===== config.mk =====
export PLATFORM = sky130hd
export DESIGN_NAME = mrd_factor_sched_flat
export DESIGN_NICKNAME = d
export VERILOG_FILES = /design/src/rtl/mrd_factor_sched_pkg.sv /design/src/rtl/mrd_factor_sched_if.sv /design/src/rtl/mrd_factor_sched_recip_div.sv /design/src/rtl/mrd_factor_sched.sv /design/src/flat_wrapper.sv
export SDC_FILE = /design/constraint.sdc
export NUM_CORES = 1
export LEC_CHECK = 0
export ABC_AREA = 1
export BUFFER_PORTS_ARGS = -buffer_cell sky130_fd_sc_hd__buf_2
export CORE_ASPECT_RATIO = 1.75
export CORE_MARGIN = 1
export CORE_UTILIZATION = 45
export CTS_CLUSTER_DIAMETER = 200
export DETAILED_ROUTE_END_ITERATION = 12
export PLACE_DENSITY = 0.71
export SLEW_MARGIN = 20
export SYNTH_ARGS = -nofsm -noshare
export SYNTH_HDL_FRONTEND = slang
export SYNTH_SLANG_ARGS = --single-unit
export TNS_END_PERCENT = 1

===== constraint.sdc =====
create_clock -name clk -period 8.55 [get_ports clk]
set_input_delay 0.4275 -clock clk [delete_from_list [all_inputs] [get_ports clk]]
set_output_delay 0.4275 -clock clk [all_outputs]
set_load 0.01 [all_outputs]

===== src/rtl/mrd_factor_sched_pkg.sv =====
// Shared types and constants for the mixed-radix DFT factor scheduler.
// The optional reciprocal divider is enabled with MRD_FSCHED_QR_EN.
package mrd_pkg;

  localparam int PTS_W  = 12;
  localparam int MAX_NF = 6;
  localparam int Q_W    = 20;
  localparam int R_W    = 12;

  localparam logic [2:0] RDX2    = 3'd2;
  localparam logic [2:0] RDX3    = 3'd3;
  localparam logic [2:0] RDX4    = 3'd4;
  localparam logic [2:0] RDX5    = 3'd5;
  localparam logic [2:0] NO_RDX2 = 3'd7;

  typedef enum logic [2:0] {
    IDLE,
    FACT,
    PROD,
    DIV,
    DONE
  } state_t;

endpackage


===== src/rtl/mrd_factor_sched_if.sv =====
// Control bundle between the factor scheduler and the rdx2345 datapath/memory top.
// master: the scheduler; slave: the requester/consumer side.
interface mrd_ctrl_if;
  import mrd_pkg::*;

  logic                              start;
  logic [PTS_W-1:0]                  dftpts;
  logic                              busy;
  logic                              done;
  logic                              err;
  logic [2:0]                        num_of_factors;
  logic [0:MAX_NF-1][2:0]            nf;
  logic [0:MAX_NF-1][PTS_W-1:0]      dftpts_div_nf;
  logic [0:MAX_NF-1][PTS_W-1:0]      twdl_demontr;
  logic [2:0]                        stage_of_rdx2;
  logic [0:MAX_NF-1][Q_W-1:0]        quotient;
  logic [0:MAX_NF-1][R_W-1:0]        remainder;

  modport master (
    input  start, dftpts,
    output busy, done, err, num_of_factors, nf, dftpts_div_nf,
           twdl_demontr, stage_of_rdx2, quotient, remainder
  );

  modport slave (
    output start, dftpts,
    input  busy, done, err, num_of_factors, nf, dftpts_div_nf,
           twdl_demontr, stage_of_rdx2, quotient, remainder
  );

endinterface


===== src/rtl/mrd_factor_sched_recip_div.sv =====
// Serial restoring divider computing 2^Q_W / divisor in Q_W+1 cycles.
// Only built when MRD_FSCHED_QR_EN is defined.
`ifdef MRD_FSCHED_QR_EN
module mrd_recip_div
  import mrd_pkg::*;
(
  input  logic           clk,
  input  logic           rst,
  input  logic           start,
  input  logic [R_W-1:0] divisor,
  output logic           done,
  output logic [Q_W-1:0] q,
  output logic [R_W-1:0] r
);

  localparam logic [4:0] ITER = 5'(Q_W + 1);

  logic [R_W-1:0] rem_q;
  logic [Q_W-1:0] quo_q;
  logic [4:0]     cnt;
  logic           active;

  logic [R_W-1:0] rem_base;
  logic           shift_bit;
  logic [R_W:0]   trial;
  logic           ge;
  logic [R_W-1:0] rem_nxt;

  // The dividend is a single 1 followed by Q_W zeros, so only the first
  // iteration shifts in a 1; a start restarts from an empty remainder.
  always_comb begin
    rem_base  = start ? '0 : rem_q;
    shift_bit = start;
    trial     = {rem_base, shift_bit};
    ge        = (trial >= {1'b0, divisor});
    rem_nxt   = ge ? R_W'(trial - {1'b0, divisor}) : trial[R_W-1:0];
  end

  always_ff @(posedge clk) begin
    if (rst) begin
      rem_q  <= '0;
      quo_q  <= '0;
      cnt    <= '0;
      active <= 1'b0;
    end else if (start) begin
      rem_q  <= rem_nxt;
      quo_q  <= {{(Q_W-1){1'b0}}, ge};
      cnt    <= 5'd1;
      active <= 1'b1;
    end else if (active && (cnt < ITER)) begin
      rem_q  <= rem_nxt;
      quo_q  <= {quo_q[Q_W-2:0], ge};
      cnt    <= cnt + 5'd1;
    end else if (active) begin
      active <= 1'b0;
    end
  end

  assign done = active && (cnt == ITER);
  assign q    = quo_q;
  assign r    = rem_q;

endmodule
`endif


===== src/rtl/mrd_factor_sched.sv =====
// Run-time factor scheduler: factorises N into radix 5/3/4/2 stages and derives
// per-stage constants. MRD_FSCHED_QR_EN adds the twiddle reciprocal divide phase.
module mrd_factor_sched
  import mrd_pkg::*;
(
  input  logic       clk,
  input  logic       rst,
  mrd_ctrl_if.master ctrl
);

  localparam logic [2:0] K_MAX = 3'(MAX_NF);

  state_t state, state_nxt;

  logic [PTS_W-1:0]             n_reg;
  logic [PTS_W-1:0]             r_reg;
  logic [PTS_W-1:0]             p_reg;
  logic [2:0]                   k;
  logic [2:0]                   f_cnt;
  logic                         err_q;
  logic [2:0]                   nfac_q;
  logic [2:0]                   srdx2_q;
  logic [0:MAX_NF-1][2:0]       nf_q;
  logic [0:MAX_NF-1][PTS_W-1:0] dnf_q;
  logic [0:MAX_NF-1][PTS_W-1:0] twd_q;

  logic             div5, div3, div4, fact_bad, fact_last, prod_last;
  logic [2:0]       fact_f;
  logic [PTS_W-1:0] fact_r;
  logic [PTS_W-1:0] prod_twd;
  logic [PTS_W-1:0] prod_mul;
  logic [PTS_W-1:0] p_nxt;

`ifdef MRD_FSCHED_QR_EN
  logic [2:0]                 div_k;
  logic [0:MAX_NF-1][Q_W-1:0] quo_q;
  logic [0:MAX_NF-1][R_W-1:0] rem_q;
  logic                       div_start, div_done;
  logic [R_W-1:0]             div_divisor;
  logic [Q_W-1:0]             div_q;
  logic [R_W-1:0]             div_r;
`endif

  always_ff @(posedge clk) begin
    if (rst) state <= IDLE;
    else     state <= state_nxt;
  end

  // Factor pick by priority 5, 3, 4, 2; the stage's twiddle successor is
  // treated as 1 past the last real stage.
  always_comb begin
    div5      = ((r_reg % 12'd5) == 12'd0);
    div3      = ((r_reg % 12'd3) == 12'd0);
    div4      = (r_reg[1:0] == 2'b00);
    fact_bad  = !(div5 || div3 || !r_reg[0]);
    fact_last = (r_reg == 12'd1);
    prod_last = (k == f_cnt - 3'd1);
    fact_f    = RDX2;
    fact_r    = r_reg >> 1;
    if (div5) begin
      fact_f = RDX5;
      fact_r = r_reg / 12'd5;
    end else if (div3) begin
      fact_f = RDX3;
      fact_r = r_reg / 12'd3;
    end else if (div4) begin
      fact_f = RDX4;
      fact_r = r_reg >> 2;
    end
    prod_twd = 12'd1;
    for (int j = 1; j < MAX_NF; j++) begin
      if ((j == int'(k) + 1) && (j < int'(f_cnt))) prod_twd = twd_q[j];
    end
    prod_mul = p_reg * prod_twd;
    p_nxt    = p_reg * {9'd0, nf_q[k]};
  end

`ifdef MRD_FSCHED_QR_EN
  always_comb begin
    div_start   = ((state == PROD) && prod_last) ||
                  ((state == DIV) && div_done && (div_k != f_cnt - 3'd1));
    div_divisor = twd_q[0];
    for (int j = 1; j < MAX_NF; j++) begin
      if ((state == DIV) && (j == int'(div_k) + 1)) div_divisor = twd_q[j];
    end
  end

  mrd_recip_div u_div (
    .clk     (clk),
    .rst     (rst),
    .start   (div_start),
    .divisor (div_divisor),
    .done    (div_done),
    .q       (div_q),
    .r       (div_r)
  );
`endif

  always_comb begin
    state_nxt = state;
    case (state)
      IDLE: begin
        if (ctrl.start) state_nxt = (ctrl.dftpts < 12'd2) ? DONE : FACT;
      end
      FACT: begin
        if (fact_last)                        state_nxt = PROD;
        else if ((k == K_MAX) || fact_bad)    state_nxt = DONE;
      end
      PROD: begin
`ifdef MRD_FSCHED_QR_EN
        if (prod_last) state_nxt = DIV;
`else
        if (prod_last) state_nxt = DONE;
`endif
      end
      DIV: begin
`ifdef MRD_FSCHED_QR_EN
        if (div_done && (div_k == f_cnt - 3'd1)) state_nxt = DONE;
`else
        state_nxt = IDLE;
`endif
      end
      DONE:    state_nxt = IDLE;
      default: state_nxt = IDLE;
    endcase
  end

  // Datapath registers; everything returns to reset values on an accepted start.
  always_ff @(posedge clk) begin
    if (rst) begin
      n_reg   <= '0;
      r_reg   <= '0;
      p_reg   <= 12'd1;
      k       <= '0;
      f_cnt   <= '0;
      err_q   <= 1'b0;
      nfac_q  <= '0;
      srdx2_q <= NO_RDX2;
      for (int j = 0; j < MAX_NF; j++) begin
        nf_q[j]  <= 3'd1;
        dnf_q[j] <= '0;
        twd_q[j] <= 12'd1;
      end
`ifdef MRD_FSCHED_QR_EN
      div_k <= '0;
      quo_q <= '0;
      rem_q <= '0;
`endif
    end else begin
      case (state)
        IDLE: begin
          if (ctrl.start) begin
            n_reg   <= ctrl.dftpts;
            r_reg   <= ctrl.dftpts;
            p_reg   <= 12'd1;
            k       <= '0;
            f_cnt   <= '0;
            err_q   <= (ctrl.dftpts < 12'd2);
            nfac_q  <= '0;
            srdx2_q <= NO_RDX2;
            for (int j = 0; j < MAX_NF; j++) begin
              nf_q[j]  <= 3'd1;
              dnf_q[j] <= '0;
              twd_q[j] <= 12'd1;
            end
`ifdef MRD_FSCHED_QR_EN
            div_k <= '0;
            quo_q <= '0;
            rem_q <= '0;
`endif
          end
        end
        FACT: begin
          if (fact_last) begin
            f_cnt <= k;
            k     <= '0;
            p_reg <= 12'd1;
            for (int j = 0; j < MAX_NF; j++) begin
              if (j >= int'(k)) dnf_q[j] <= n_reg;
            end
          end else if ((k == K_MAX) || fact_bad) begin
            err_q  <= 1'b1;
            nfac_q <= '0;
          end else begin
            twd_q[k] <= r_reg;
            nf_q[k]  <= fact_f;
            r_reg    <= fact_r;
            k        <= k + 3'd1;
            if (fact_f == RDX2) srdx2_q <= k;
          end
        end
        PROD: begin
          dnf_q[k] <= prod_mul;
          p_reg    <= p_nxt;
          k        <= k + 3'd1;
        end
        DIV: begin
`ifdef MRD_FSCHED_QR_EN
          if (div_done) begin
            quo_q[div_k] <= div_q;
            rem_q[div_k] <= div_r;
            div_k        <= div_k + 3'd1;
          end
`endif
        end
        default: ;
      endcase
      if ((state == PROD || state == DIV) && (state_nxt == DONE)) nfac_q <= f_cnt;
    end
  end

  assign ctrl.busy           = (state != IDLE);
  assign ctrl.done           = (state == DONE);
  assign ctrl.err            = err_q;
  assign ctrl.num_of_factors = nfac_q;
  assign ctrl.nf             = nf_q;
  assign ctrl.dftpts_div_nf  = dnf_q;
  assign ctrl.twdl_demontr   = twd_q;
  assign ctrl.stage_of_rdx2  = srdx2_q;
`ifdef MRD_FSCHED_QR_EN
  assign ctrl.quotient       = quo_q;
  assign ctrl.remainder      = rem_q;
`else
  assign ctrl.quotient       = '0;
  assign ctrl.remainder      = '0;
`endif

endmodule


===== src/flat_wrapper.sv =====
// flat-port wrapper written by rule: the top's interface ports become plain ports
module mrd_factor_sched_flat import mrd_pkg::*;
  (clk, rst, ctrl_start, ctrl_dftpts, ctrl_busy, ctrl_done, ctrl_err, ctrl_num_of_factors, ctrl_nf, ctrl_dftpts_div_nf, ctrl_twdl_demontr, ctrl_stage_of_rdx2, ctrl_quotient, ctrl_remainder);
  mrd_ctrl_if ctrl_i ();
  input  logic clk;
  input  logic rst;
  input wire logic [$bits(ctrl_i.start)-1:0] ctrl_start;
  input wire logic [$bits(ctrl_i.dftpts)-1:0] ctrl_dftpts;
  output wire logic [$bits(ctrl_i.busy)-1:0] ctrl_busy;
  output wire logic [$bits(ctrl_i.done)-1:0] ctrl_done;
  output wire logic [$bits(ctrl_i.err)-1:0] ctrl_err;
  output wire logic [$bits(ctrl_i.num_of_factors)-1:0] ctrl_num_of_factors;
  output wire logic [$bits(ctrl_i.nf)-1:0] ctrl_nf;
  output wire logic [$bits(ctrl_i.dftpts_div_nf)-1:0] ctrl_dftpts_div_nf;
  output wire logic [$bits(ctrl_i.twdl_demontr)-1:0] ctrl_twdl_demontr;
  output wire logic [$bits(ctrl_i.stage_of_rdx2)-1:0] ctrl_stage_of_rdx2;
  output wire logic [$bits(ctrl_i.quotient)-1:0] ctrl_quotient;
  output wire logic [$bits(ctrl_i.remainder)-1:0] ctrl_remainder;
  assign ctrl_i.start = ctrl_start;
  assign ctrl_i.dftpts = ctrl_dftpts;
  assign ctrl_busy = ctrl_i.busy;
  assign ctrl_done = ctrl_i.done;
  assign ctrl_err = ctrl_i.err;
  assign ctrl_num_of_factors = ctrl_i.num_of_factors;
  assign ctrl_nf = ctrl_i.nf;
  assign ctrl_dftpts_div_nf = ctrl_i.dftpts_div_nf;
  assign ctrl_twdl_demontr = ctrl_i.twdl_demontr;
  assign ctrl_stage_of_rdx2 = ctrl_i.stage_of_rdx2;
  assign ctrl_quotient = ctrl_i.quotient;
  assign ctrl_remainder = ctrl_i.remainder;
  mrd_factor_sched u_core (.clk(clk), .rst(rst), .ctrl(ctrl_i));
endmodule

* Word level (Yosys, flattened, before mapping) *
Cells that the tools add are included.

word-level totals
  bits in registers = 214
  input bits = 15
  output and inout port bits = 363
  logic and storage cells = 186

cells by class
  add/subtract/negate cells = 3
  multiply operators = 2
  divide/modulo/power cells = 4
  order comparisons = 14
  eq/ne operators = 30
  mux-type cells = 70
  bitwise operators = 1
  reduce and logical (&&, ||, !) cells = 35

operators by type and width
  kind                                                                            count
  72-bit 2-to-1 mux                                                               5
  12-bit 2-to-1 mux                                                               19
  72-bit case mux with 3 select lines                                             1
  72-bit bitwise mux                                                              2
  72-bit case mux with 2 select lines                                             1
  3-bit 2-to-1 mux                                                                22
  3-bit by 32-bit == test with 1-bit output (first input constant)                2
  4-bit by 32-bit == test with 1-bit output (first input constant)                2
  18-bit 2-to-1 mux                                                               3
  12-bit demux with 3-bit select                                                  1
  12-bit case mux with 3 select lines                                             1
  18-bit case mux with 2 select lines                                             1
  4-bit AND reduction                                                             9
  2-bit by 32-bit == test with 1-bit output (first input constant)                1
  12-bit logical NOT                                                              2
  12-bit case mux with 2 select lines                                             1
  18-bit bitwise mux                                                              1
  2-bit by 1-bit inequality test with 1-bit output (second input constant)        9
  3-bit case mux with 2 select lines                                              3
  3-bit case mux with 3 select lines                                              2
  12-bit by 2-bit divider with 12-bit output (second input constant)              1
  12-bit by 3-bit divider with 12-bit output (second input constant)              1
  12-bit by 1-bit == test with 1-bit output (second input constant)               1
  12-bit by 2-bit less-than comparator with 1-bit output (second input constant)  1
  39 further kinds                                                                67

* Logic depth before layout (Yosys ltp) *
  word-level depth = 13
  gate-level depth with buffers = 59
  mapped depth without buffers = 58

* Worst setup path before layout *
No wires, ideal clock.

  kind = register to register
  start = register u_core.k[0]
  end = register u_core.dnf_q (netlist bit u_core.ctrl.dftpts_div_nf[47])
  arrival = 6.083 ns
  required time = 8.416 ns
  path slack = 2.334 ns
  stages on the path, launching flop included = 36
  cells stage by stage = dfxtp_1 -> clkbuf_1 -> inv_1 -> ha_1 -> inv_1 -> nor2_1 -> and3_1 -> clkbuf_1 -> inv_1 -> clkbuf_1 -> o21ai_0 -> o21ai_0 -> clkinv_1 -> nand2_1 -> fa_1 -> fa_1 -> inv_1 -> ha_1 -> inv_1 -> fa_1 -> inv_1 -> ha_1 -> a21oi_1 -> inv_1 -> a31oi_1 -> nor2_1 -> nor2_1 -> o21bai_1 -> nand2_1 -> nand2_1 -> a21oi_1 -> xor2_1 -> xnor2_1 -> nand2_1 -> o211ai_1 -> a31oi_1

between the ends
  cells in the longest elaborated chain, start to end = 11
  elaborated cells on any way between the ends = 28

RTL lines
  what                                            line                     text
  start, declared                                 mrd_factor_sched.sv:18   logic [2:0] k;
  start signal, assigned                          mrd_factor_sched.sv:188  k <= k + 3'd1;
  start signal, assigned                          mrd_factor_sched.sv:195  k <= k + 3'd1;
  3-bit by 1-bit adder with 4-bit output          mrd_factor_sched.sv:72   if ((j == int'(k) + 1) && (j < int'(f_cnt))) prod_twd = twd_q[j];
  2-bit by 32-bit == test with 1-bit output       mrd_factor_sched.sv:72
  1-bit logical AND                               mrd_factor_sched.sv:72
  12-bit 2-to-1 mux (5 in a row)                  mrd_factor_sched.sv:72
  12-bit by 12-bit multiplier with 12-bit output  mrd_factor_sched.sv:74   prod_mul = p_reg * prod_twd;
  72-bit bitwise mux                              mrd_factor_sched.sv:193  dnf_q[k] <= prod_mul;
  72-bit case mux with 3 select lines             mrd_factor_sched.sv:150  case (state)
  end signal, assigned by index                   mrd_factor_sched.sv:193
  end, declared                                   mrd_factor_sched.sv:24   logic [0:MAX_NF-1][PTS_W-1:0] dnf_q;

Several ways; a longest one is shown, not always the timed one.
A chain may end at the register's enable or synchronous reset.

* Final worst setup path *
  start = register u_core.k[1]
  end = register u_core.dnf_q (netlist bit u_core.ctrl.dftpts_div_nf[11])

Same word-level chain as after synthesis.

==> metrics <==
Post-Route WL 51.4 mm; Synth Flop Type dfxtp_1; largest net degree at the start of global routing around 90; hold buffer count at CTS 0; hold path start ctrl_dftpts[5]; area grow syn2layout 6.38%; Hold Fails Final Rpt 0; DR WL/cell between 15 and 20 um; clk_lat worst skew ~530 ps; htree depth 1; CTS tree done; Synth top area share 26.4%; Post-synth EDFFs 0; # port buffers ~190; number of max-cap violations 0; Top Ports ~380; Post-Syn Instances 2,406; period utilisation layout a little over four fifths; clock-pin slew on the worst setup and hold paths about 70 ps; via count 16,100; Slowest-stage cell, CP dfxtp_1; unrepaired setup endpoints after global routing no; DR DRC count 0; die span in y between 200 and 300 um; CORE AREA between 30,000 and 40,000 sq um; Cell variety after synth 48; Final setup viols 0; vias per inst approximately 5.4; fin nets approximately 2,600; layout cells sized above 1 13.2%; Post-CTS Resized 0; die area around 37,000 sq um; clk buf depth 3; post-synthesis sequential area ratio 26.4%; CP Data Required Time 8950 ps; crit end category flop; minimum clock period between 7000 and 8000 ps; Layout Skew between 10 and 15 ps; CP max stage delay between 500 and 600 ps; Die Wd 146 um; DPL Wire Length between 30 and 40 mm; setup TNS 0 ps; Initial Utilization 45.9%; Crit. Startpoint u_core.k[1]$_SDFFE_PP0P_; Slew Limit Headroom 29.8%; cell row count just over 90; gpl congestion 0.920; total grt overflow 0; most frequent CP cell nand2_1; # diodes 0; Final Instance Area between 15,000 and 20,000 sq um; cts bufs inserted 22; fin. max-slew vios 0; clock sinks 214; synthesized cell area roughly 16,000 sq um; Tightest Pin Transition 1040 ps; final antenna-violating net count 0; number of global-route vias before repair ~15,000; DRT iter0 DRCs between 1,000 and 1,500; Filler cells roughly 3,600; Yosys reg bits roughly 210; warning count from the yosys run 0; post-CTS setup buffers 0; asr flop ratio synth 0%; HP Class input port to flop; CP Class flop to flop; GRT Overall Usage 26.9%; most area-consuming cells after synthesis dfxtp_1 (26%), nand2_1 (15%), buf_4 (9.1%); Area after DPL approximately 17,000 sq um; largest area contributor in the netlist dfxtp_1; status complete, no violations; CP arrival roughly 7600 ps; Multi-input gate area a little under 10,000 sq um; Avg Cell Area, Syn about 6.8 sq um; antenna violations before repair 0; Root Driver clkbuf_16; first-pass GRT wire length between 70 and 80 mm; RR Startpoint u_core.k[1]$_SDFFE_PP0P_; CP startpoint kind flop; Pre-antenna DRT Iters 7; crit path max fanout 12; Max Fclk approximately 0.14 GHz; Register Area between 4000 and 5000 sq um
## worst max-delay path: cells and delay by family (launching register included)
family	cells	cell delay [ps]
XOR/XNOR	3	780
flip-flops	1	580
buffers and inverters	5	580
AND/OR/NAND/NOR	8	730
adder cells (fa/ha/maj)	6	2360
AO/OA/AOI/OAI	12	2090
## cell type report
class | count | area share, %
clock inverter | 8 | 0.470
inverter | 247 | 5.38
sequential | 214 | 24.8
multi-input combinational | 1820 | 56.1
tap | 465 | 3.36
timing repair buffer | 205 | 6.24
clock buffer | 32 | 3.70
## kinds of logic after synthesis
| logic type | after synthesis | synth area share, % |
|---|---|---|
| other | 1 | 0.0231 |
| XOR/XNOR | 35 | 1.89 |
| adder cells (fa/ha/maj) | 102 | 10.1 |
| flip-flops | 214 | 26.4 |
| AND/OR/NAND/NOR | 1092 | 29.3 |
| AO/OA/AOI/OAI | 399 | 13.9 |
| buffers and inverters | 563 | 18.5 |
## metal layers
layer | global-route usage (%) | routed length [um]
met5 | 0 | 0
met2 | 50.6 | 26800
met4 | 17.4 | 3270
met3 | 2.81 | 3200
met1 | 28.3 | 18200
## cells in the mapped netlist (3+ instances only)
library cell,instances
nor4_1,3
xor2_1,24
o211ai_1,52
buf_2,18
nor2_2,6
clkbuf_1,79
nand3_1,129
buf_1,6
clkinv_1,7
nand3_4,3
o21ai_1,6
o21ai_0,107
nand3_2,15
buf_8,3
inv_2,21
a22oi_1,4
buf_4,198
a31oi_1,37
a211oi_1,3
a21oi_1,170
buf_6,6
clkbuf_4,3
nor3_1,10
dfxtp_1,214
nand2_2,23
inv_1,218
xnor2_1,11
ha_1,53
fa_1,49
nand4_1,79
a21oi_2,11
nand2_1,640
nand2_4,5
nor2_1,174
## layout by cell type (no fill, tap or decap), drive strengths merged, types with 2 or more instances in the layout
cell type | synthesis | final
ha | 53 | 53
buf | 232 | 205
nand2 | 669 | 669
nor4 | 3 | 3
a22oi | 4 | 4
a21oi | 181 | 181
xnor2 | 11 | 11
xor2 | 24 | 24
o22ai | 2 | 2
fa | 49 | 49
clkinvlp | 0 | 2
dfxtp | 214 | 214
o211ai | 52 | 52
o2111ai | 2 | 2
nand3 | 147 | 147
conb | 1 | 192
clkbuf | 82 | 32
o31ai | 2 | 2
nor2 | 182 | 182
nand4 | 79 | 79
a31oi | 37 | 37
o21ai | 115 | 115
clkinv | 7 | 11
inv | 240 | 241
nor3 | 10 | 10
a211oi | 3 | 3
## path summary, 6_finish.rpt
path	to	slack (ps)	cells after the start
worst max-delay path	u_core.ctrl.dftpts_div_nf[11]$_SDFFE_PP0P_	1320	34
worst min-delay path	u_core.n_reg[5]$_SDFFE_PP0P_	170	3
worst max register to register	u_core.ctrl.dftpts_div_nf[11]$_SDFFE_PP0P_	1320	34
worst min register to register	u_core.ctrl.dftpts_div_nf[1]$_SDFFE_PP0P_	460	2
## metrics by stage
step | hold slack (ps) | std cells | utilization, % | worst slack, ps
after floorplan | 430 | 2597 | - | 2330
after global placement | 441 | 2951 | 46.8 | 1540
after detailed placement | 451 | 2951 | 46.8 | 1390
after CTS | 163 | 2991 | 48.8 | 1360
after global routing | 183 | 2991 | 48.8 | 554
final | 174 | 2991 | 48.8 | 1320
Power is left out: the tool's default activity adds up to more than one toggle a clock period on the data nets, which glitch-free logic cannot reach.
